$ cat src/rtl/bf16_pkg.sv
// rtl/bf16_pkg.sv - bf16 format types, constants and classification helpers
package bf16_pkg;

  typedef struct packed {
    logic       sign;
    logic [7:0] exp;
    logic [6:0] frac;
  } bf16_t;

  localparam logic [15:0] BF16_ZERO = 16'h0000;
  localparam logic [15:0] BF16_ONE  = 16'h3F80;
  localparam logic [15:0] BF16_QNAN = 16'h7FC0;
  localparam logic [15:0] BF16_PINF = 16'h7F80;
  localparam int          BF16_BIAS = 127;

  function automatic logic bf16_is_nan(input bf16_t x);
    return (x.exp == 8'hFF) && (x.frac != 7'd0);
  endfunction

  function automatic logic bf16_is_inf(input bf16_t x);
    return (x.exp == 8'hFF) && (x.frac == 7'd0);
  endfunction

  // Subnormals carry no weight here: a zero exponent field means zero.
  function automatic logic bf16_is_zero(input bf16_t x);
    return x.exp == 8'h00;
  endfunction

endpackage

$ cat src/rtl/bf16_rne_round.sv
// rtl/bf16_rne_round.sv - round-to-nearest-even and range clamp to a bf16 result
module bf16_rne_round
  import bf16_pkg::*;
(
  input  logic              sign_i,
  input  logic signed [9:0] exp_i,
  input  logic [7:0]        sig_i,
  input  logic              guard_i,
  input  logic              sticky_i,
  output bf16_t             result_o
);

  logic              round_up;
  logic [8:0]        sig_rnd;
  logic signed [9:0] exp_rnd;
  logic [6:0]        frac_rnd;

  // Round ties to even, renormalise on carry-out, then clamp to Inf or signed zero
  always_comb begin
    round_up = guard_i & (sticky_i | sig_i[0]);
    sig_rnd  = {1'b0, sig_i} + {8'd0, round_up};
    if (sig_rnd[8]) begin
      exp_rnd  = exp_i + 10'sd1;
      frac_rnd = sig_rnd[7:1];
    end else begin
      exp_rnd  = exp_i;
      frac_rnd = sig_rnd[6:0];
    end
    if (exp_rnd >= 10'sd255) begin
      result_o = {sign_i, BF16_PINF[14:0]};
    end else if (exp_rnd <= 10'sd0) begin
      result_o = {sign_i, 15'd0};
    end else begin
      result_o = {sign_i, exp_rnd[7:0], frac_rnd};
    end
  end

endmodule

$ cat src/rtl/vexp_arith_bf16.sv
// rtl/vexp_arith_bf16.sv - pipelined bf16 multiply and add/sub responder lanes
module vexp_arith_bf16
  import bf16_pkg::*;
#(
  parameter int MUL_STAGES = 2,
  parameter int ADD_STAGES = 3
) (
  input  logic        CLK,
  input  logic        nRST,
  input  logic        mul_valid_in,
  input  logic [15:0] mul_a,
  input  logic [15:0] mul_b,
  input  logic        add_valid_in,
  input  logic [15:0] add_a,
  input  logic [15:0] add_b,
  input  logic        sub,
  output logic        mul_valid_out,
  output logic [15:0] mul_out,
  output logic        add_valid_out,
  output logic [15:0] add_out
);

  // ---------------- multiply lane ----------------
  bf16_t             ma, mb;
  logic              m_sign;
  logic [15:0]       m_prod;
  logic              m_norm;
  logic signed [9:0] m_exp;
  logic [7:0]        m_sig;
  logic              m_guard, m_sticky;
  bf16_t             m_rnd;
  logic [15:0]       mul_res_d;

  assign ma = mul_a;
  assign mb = mul_b;

  // Significand product with one-step normalisation and guard/sticky extraction
  always_comb begin
    m_sign = ma.sign ^ mb.sign;
    m_prod = 16'({1'b1, ma.frac}) * 16'({1'b1, mb.frac});
    m_norm = m_prod[15];
    m_exp  = $signed({2'b00, ma.exp}) + $signed({2'b00, mb.exp})
           - $signed(10'(BF16_BIAS)) + (m_norm ? 10'sd1 : 10'sd0);
    if (m_norm) begin
      m_sig    = m_prod[15:8];
      m_guard  = m_prod[7];
      m_sticky = |m_prod[6:0];
    end else begin
      m_sig    = m_prod[14:7];
      m_guard  = m_prod[6];
      m_sticky = |m_prod[5:0];
    end
  end

  bf16_rne_round u_mul_round (
    .sign_i   (m_sign),
    .exp_i    (m_exp),
    .sig_i    (m_sig),
    .guard_i  (m_guard),
    .sticky_i (m_sticky),
    .result_o (m_rnd)
  );

  // Special operands override the rounded datapath result
  always_comb begin
    if (bf16_is_nan(ma) || bf16_is_nan(mb) ||
        (bf16_is_inf(ma) && bf16_is_zero(mb)) ||
        (bf16_is_inf(mb) && bf16_is_zero(ma))) begin
      mul_res_d = BF16_QNAN;
    end else if (bf16_is_inf(ma) || bf16_is_inf(mb)) begin
      mul_res_d = {m_sign, BF16_PINF[14:0]};
    end else if (bf16_is_zero(ma) || bf16_is_zero(mb)) begin
      mul_res_d = {m_sign, 15'd0};
    end else begin
      mul_res_d = m_rnd;
    end
  end

  // ---------------- add lane ----------------
  bf16_t             aa, ab;
  logic              a_sb, a_swap, a_eff_sub, a_sign;
  bf16_t             a_big, a_small;
  logic [7:0]        a_diff;
  logic [10:0]       a_ml, a_ms, a_al, a_shl;
  logic [20:0]       a_ext;
  logic [11:0]       a_sum;
  logic [3:0]        a_lzc;
  logic signed [9:0] a_exp;
  logic [7:0]        a_sig;
  logic              a_guard, a_sticky;
  bf16_t             a_rnd;
  logic [15:0]       add_res_d;

  assign aa = add_a;
  assign ab = add_b;

  // Order by magnitude, align with guard/round/sticky, add or subtract, normalise
  always_comb begin
    a_sb      = ab.sign ^ sub;
    a_swap    = {ab.exp, ab.frac} > {aa.exp, aa.frac};
    a_big     = a_swap ? {a_sb, ab.exp, ab.frac} : aa;
    a_small   = a_swap ? aa : {a_sb, ab.exp, ab.frac};
    a_eff_sub = a_big.sign ^ a_small.sign;
    a_sign    = a_big.sign;
    a_diff    = a_big.exp - a_small.exp;
    a_ml      = {1'b1, a_big.frac, 3'b000};
    a_ms      = {1'b1, a_small.frac, 3'b000};
    a_ext     = {a_ms, 10'd0} >> a_diff;
    // Beyond 10 places the smaller operand only contributes to sticky
    if (a_diff >= 8'd10) begin
      a_al = 11'd1;
    end else begin
      a_al = a_ext[20:10] | {10'd0, |a_ext[9:0]};
    end
    a_sum = a_eff_sub ? ({1'b0, a_ml} - {1'b0, a_al}) : ({1'b0, a_ml} + {1'b0, a_al});
    a_lzc = 4'd0;
    for (int i = 0; i <= 10; i++) begin
      if (a_sum[i]) a_lzc = 4'(10 - i);
    end
    a_shl = a_sum[10:0] << a_lzc;
    if (a_sum[11]) begin
      a_exp    = $signed({2'b00, a_big.exp}) + 10'sd1;
      a_sig    = a_sum[11:4];
      a_guard  = a_sum[3];
      a_sticky = |a_sum[2:0];
    end else begin
      a_exp    = $signed({2'b00, a_big.exp}) - $signed({6'd0, a_lzc});
      a_sig    = a_shl[10:3];
      a_guard  = a_shl[2];
      a_sticky = |a_shl[1:0];
    end
  end

  bf16_rne_round u_add_round (
    .sign_i   (a_sign),
    .exp_i    (a_exp),
    .sig_i    (a_sig),
    .guard_i  (a_guard),
    .sticky_i (a_sticky),
    .result_o (a_rnd)
  );

  // Special operands, zero operands and exact cancellation override the datapath
  always_comb begin
    if (bf16_is_nan(aa) || bf16_is_nan(ab) ||
        (bf16_is_inf(aa) && bf16_is_inf(ab) && (aa.sign != a_sb))) begin
      add_res_d = BF16_QNAN;
    end else if (bf16_is_inf(aa)) begin
      add_res_d = {aa.sign, BF16_PINF[14:0]};
    end else if (bf16_is_inf(ab)) begin
      add_res_d = {a_sb, BF16_PINF[14:0]};
    end else if (bf16_is_zero(aa) && bf16_is_zero(ab)) begin
      add_res_d = {aa.sign & a_sb, 15'd0};
    end else if (bf16_is_zero(aa)) begin
      add_res_d = {a_sb, ab.exp, ab.frac};
    end else if (bf16_is_zero(ab)) begin
      add_res_d = aa;
    end else if (a_sum == 12'd0) begin
      add_res_d = BF16_ZERO;
    end else begin
      add_res_d = a_rnd;
    end
  end

  // ---------------- pipelines ----------------
  logic [MUL_STAGES-1:0] mul_v_q;
  logic [15:0]           mul_res_q [MUL_STAGES];
  logic [ADD_STAGES-1:0] add_v_q;
  logic [15:0]           add_res_q [ADD_STAGES];

  // Multiply: stage 0 captures the result (zero when idle), later stages only delay
  always_ff @(posedge CLK or negedge nRST) begin
    if (!nRST) begin
      mul_v_q <= '0;
      for (int i = 0; i < MUL_STAGES; i++) mul_res_q[i] <= BF16_ZERO;
    end else begin
      mul_v_q[0]   <= mul_valid_in;
      mul_res_q[0] <= mul_valid_in ? mul_res_d : BF16_ZERO;
      for (int i = 1; i < MUL_STAGES; i++) begin
        mul_v_q[i]   <= mul_v_q[i-1];
        mul_res_q[i] <= mul_res_q[i-1];
      end
    end
  end

  // Add: stage 0 captures the result (zero when idle), later stages only delay
  always_ff @(posedge CLK or negedge nRST) begin
    if (!nRST) begin
      add_v_q <= '0;
      for (int i = 0; i < ADD_STAGES; i++) add_res_q[i] <= BF16_ZERO;
    end else begin
      add_v_q[0]   <= add_valid_in;
      add_res_q[0] <= add_valid_in ? add_res_d : BF16_ZERO;
      for (int i = 1; i < ADD_STAGES; i++) begin
        add_v_q[i]   <= add_v_q[i-1];
        add_res_q[i] <= add_res_q[i-1];
      end
    end
  end

  assign mul_valid_out = mul_v_q[MUL_STAGES-1];
  assign mul_out       = mul_res_q[MUL_STAGES-1];
  assign add_valid_out = add_v_q[ADD_STAGES-1];
  assign add_out       = add_res_q[ADD_STAGES-1];

endmodule
$ cat config.mk
export PLATFORM = sky130hd
export DESIGN_NAME = vexp_arith_bf16
export DESIGN_NICKNAME = d
export VERILOG_FILES = /design/src/rtl/bf16_pkg.sv /design/src/rtl/bf16_rne_round.sv /design/src/rtl/vexp_arith_bf16.sv
export SDC_FILE = /design/constraint.sdc
export NUM_CORES = 1
export LEC_CHECK = 0
export CELL_PAD_IN_SITES_DETAIL_PLACEMENT = 2
export CELL_PAD_IN_SITES_GLOBAL_PLACEMENT = 2
export CORE_UTILIZATION = 39
export DETAILED_ROUTE_END_ITERATION = 8
export PLACE_DENSITY = 0.95
export SLEW_MARGIN = 0
export SYNTH_ARGS = -nofsm -noshare
export SYNTH_HDL_FRONTEND = slang
export SYNTH_HIERARCHICAL = 1
export SYNTH_SLANG_ARGS = --single-unit
$ cat constraint.sdc
create_clock -name CLK -period 0.8 [get_ports CLK]
set_input_delay 0.12 -clock CLK [delete_from_list [all_inputs] [get_ports CLK]]
set_output_delay 0.12 -clock CLK [all_outputs]
set_load 0.02 [all_outputs]
==> flow_metrics.py, run 1 <==
metrics = {
    "place": {
        "place_congestion": 0.920,
        "dp_hpwl_mm": 58.6,
        "portBuffers": 102,
    },
    "die": {
        "chipHeight_um": 172,
        "io_pins": 103,
        "die_w_um": 172,
        "rows": 61,
        "start_util": 0.402,
    },
    "logic_synthesis": {
        "yosysMostFrequentCell": "nand2_1",
        "synth_cells": 1363,
        "async_flop_share": 1.00,
        "yosys_warnings": 6,
        "postSynthAreaPerCell_sq_um": 8.28,
        "syn-num-nets": 1565,
        "synth_area_leaders": "dfrtp_1 (19%), ha_1 (10%), fa_1 (6.9%), nand2_1 (3.7%), inv_1 (3.7%)",
        "synth-edff-count": 0,
        "yosys.area.top_type_share": 0.189,
        "ys_seq_area_frac": 0.189,
        "ys_seq_elements": 85,
        "ys_types": 106,
        "synth.largest_area_cell": "dfrtp_1",
        "synthFlopType": "dfrtp_1",
        "synth_area_sq_um": 11300,
        "synth_common_cells": "nand2_1 (112), inv_1 (111), ha_1 (94)",
    },
    "status": {
        "status": "did not finish",
        "lastStage": "detailed placement (3_5_place_dp)",
        "tool.error": "[ERROR DPL-0033] detailed placement checks failed during check placement.",
    },
}
-- kinds of logic after synthesis --
kind of cell / share of synthesized area
muxes: 0.0460
buffers and inverters: 0.0796
and+or+nand+nor: 0.227
DFF: 0.189
xor gates and xnor gates: 0.0656
AOI/OAI and AO/OA: 0.220
adders and majority gates: 0.173
-- stage by stage --
| step | setup TNS (ns) | setup slack (ns) | hold WS [ns] | cell area (sq um) |
|---|---|---|---|---|
| 2_1_floorplan | -203.81 | -7.53 | -0.176 | 11800 |
| 3_3_place_gp | -233.99 | -8.23 | -0.00345 | 16200 |
==> run 2: changes to the inputs <==
CELL_PAD_IN_SITES_DETAIL_PLACEMENT = unset   (was 2)
CELL_PAD_IN_SITES_GLOBAL_PLACEMENT = unset   (was 2)
CORE_UTILIZATION = 24   (was 39)
PLACE_DENSITY = unset   (was 0.95)
PLACE_DENSITY_LB_ADDON = 0.15   (was unset)
==> run 2 against run 1 <==
- synthesized cell count unchanged
- the flow now finishes, with violations (negative setup slack)
- area after synthesis unchanged
==> flow_metrics.py, run 2 <==
metrics = {
    "status": {
        "status": "finished, violations left",
        "violations": "negative setup slack",
    },
    "logic_synthesis": {
        "synth_common_cells": "nand2_1 (112), inv_1 (111), ha_1 (94)",
        "synth_cells": 1363,
        "yosysMostFrequentCell": "nand2_1",
        "syn-num-nets": 1565,
        "synth-edff-count": 0,
        "ys_seq_elements": 85,
        "ys_types": 106,
        "async_flop_share": 1.00,
        "postSynthAreaPerCell_sq_um": 8.28,
        "ys_seq_area_frac": 0.189,
        "synth_area_leaders": "dfrtp_1 (19%), ha_1 (10%), fa_1 (6.9%), nand2_1 (3.7%), inv_1 (3.7%)",
        "synthFlopType": "dfrtp_1",
        "synth_area_sq_um": 11300,
        "synth.largest_area_cell": "dfrtp_1",
        "yosys_warnings": 6,
        "yosys.area.top_type_share": 0.189,
    },
    "timing": {
        "final-hold-violation-count": 0,
        "fmax_mhz": 122,
        "setup_ws_ns": -7.41,
        "finClkSkew_ns": 0.00818,
        "worst-slew-pin-transition_ns": 0.676,
        "min_period_over_period": 10.3,
        "drv_slew": 0,
        "min_period_ns": 8.21,
        "setup_violations": 66,
        "tns_ns": -209.56,
        "rsz0062_at_grt": "true",
        "relSlewSlack": 0.546,
    },
    "route": {
        "routed-wl-met3_um": 995,
        "wl_met2_mm": 20.1,
        "drt_wl_total_mm": 42.1,
        "wl_met1_mm": 20.3,
        "top_layer": "met5",
        "vias": 12200,
        "wl_per_cell_um": 16.4,
        "first_iter_violations": 598,
        "drt_pass1_iterations": 5,
        "viasPerCell": 4.75,
        "final_antenna_net_count": 0,
        "drc": 0,
    },
    "setup_path": {
        "cp.required_ns": 1.03,
        "slowest_stage": "or3_4",
        "worstSetupStartpointType": "input pin",
        "cp_common_cell": "buf_4",
        "cp.arrival_ns": 8.44,
        "critical_path_class": "in -> reg",
        "crit_fanout": 5,
        "cpPeakStageDelay_ns": 0.45,
        "end_kind": "flop",
    },
    "die": {
        "start_util": 0.243,
        "die_w_um": 219,
        "io_pins": 103,
        "core_sq_um": 46500,
        "chipHeight_um": 219,
        "rows": 79,
        "dieArea_sq_um": 47900,
    },
    "grt": {
        "grt_pass1_wl_mm": 65.9,
        "grt_pass1_vias": 12300,
        "grt-ovfl-total": 0,
        "antenna_found_initial": 2,
        "grt_max_degree": 32,
        "grtUsageTotal": 0.174,
    },
    "cells_and_area": {
        "layout.cells.non_filler": 2570,
        "layout-drive-gt1-share": 0.503,
        "fin_area_sq_um": 19000,
        "area_growth_pct": 68.8,
        "final_common_cell": "buf_4",
        "mostFrequentLayoutCells": "buf_4 (540), nand2_1 (99), dfrtp_1 (85)",
        "num-nets-final": 2159,
        "regMostFlops": "add_res_q",
        "largest_reg_flops": 32,
    },
    "clocking": {
        "cts_tree": "done",
        "clk_pin_slew_ns": 0.07,
        "cts_buffer_depth": 2,
        "htreeDepth": 3,
        "insertion_delay_ns": 0.33,
        "ctsRootBufferMaster": "clkbuf_16",
        "cts_made_buffers": 9,
        "cts.sinks": 85,
    },
    "place": {
        "placed_area_sq_um": 16600,
        "portBuffers": 102,
        "dp_hpwl_mm": 35.0,
        "dpl_worst_slack_ns": -8.86,
        "dp.cells": 2455,
        "place_congestion": 0.879,
    },
    "pwr": {
        "leakage_nw": 8.75,
        "power_density_nw_per_um2": 2600,
        "vdd_drop_max_uv": 2320,
        "power_w": 0.0495,
    },
    "job": {
        "cap_viol_max_count": 0,
    },
    "hold_path": {
        "hold_path.class": "in -> async",
    },
}
==> run 2: through the flow <==
step / hold slack, ns / util
finish: 0.176 / 0.410
global route: 0.199 / 0.410
CTS: 0.162 / 0.388
detailed placement: -0.0219 / 0.357
global placement: -0.0230 / 0.357
floorplan: -0.176 / -
==> run 2: area by class of cell <==
cell class	count	area, sq um
tap	607	759
timing repair buffer	669	5460
clock buffer	9	225
antenna	1	2.50
multi-input combinational	1079	9940
sequential	85	2130
inverter	113	450
clock inverter	7	88.8
fill	4697	27400
==> run 2: path summary, 6_finish.rpt <==
path,startpoint,to,slack (ns),cells after the start
max,add_b[2],add_res_q[35],-7.41,44
min,nRST,mul_out[13],0.18,2
max reg2reg,add_res_q[34],add_res_q[18],0.28,0
min reg2reg,mul_v_q[0],mul_v_q[1],0.34,0
max in group asynchronous,nRST,add_res_q[27],0.23,3
min in group CLK,add_a[14],add_res_q[46],0.19,4
==> run 2: cell families after synthesis <==
| kind of cell | synth area share |
|---|---|
| AND/OR/NAND/NOR | 0.227 |
| buffers and inverters | 0.0796 |
| multiplexers | 0.0460 |
| flip-flops | 0.189 |
| adder cells (fa/ha/maj) | 0.173 |
| XOR/XNOR | 0.0656 |
| AO/OA/AOI/OAI | 0.220 |
==> run 2: critical path: cells and delay by family <==
family / cells / cell delay [ns]
AO/OA/AOI/OAI: 15 / 3.04
multiplexers: 1 / 0.27
buffers and inverters: 8 / 1.14
AND/OR/NAND/NOR: 12 / 2.23
XOR/XNOR: 3 / 0.46
adder cells (fa/ha/maj): 5 / 1.15
==> run 2: routing by layer <==
layer / global-route usage / vias up
li1: - / 6073
met1: 0.241 / 5923
met2: 0.295 / 184
met3: 0.0128 / 38
met4: 0.0347 / 2
met5: 0 / -
==> run 2: power by group <==
part           switching, W  total (W)  leakage, nW  internal, W
Sequential         0.000457    0.00590         1.10      0.00544
Clock               0.00179    0.00430        0.152      0.00251
Combinational        0.0189     0.0393         7.50       0.0204
Total                0.0212     0.0495         8.75       0.0284
==> run 2: what timing repair did <==
item	in CTS	in global routing
setup endpoints to repair	66	66
resized for setup	539	152
hold endpoints to repair	85	0
hold buffers	1	0
setup buffers	69	44
pin swaps	137	105
Power figures use the tool's default switching activity.
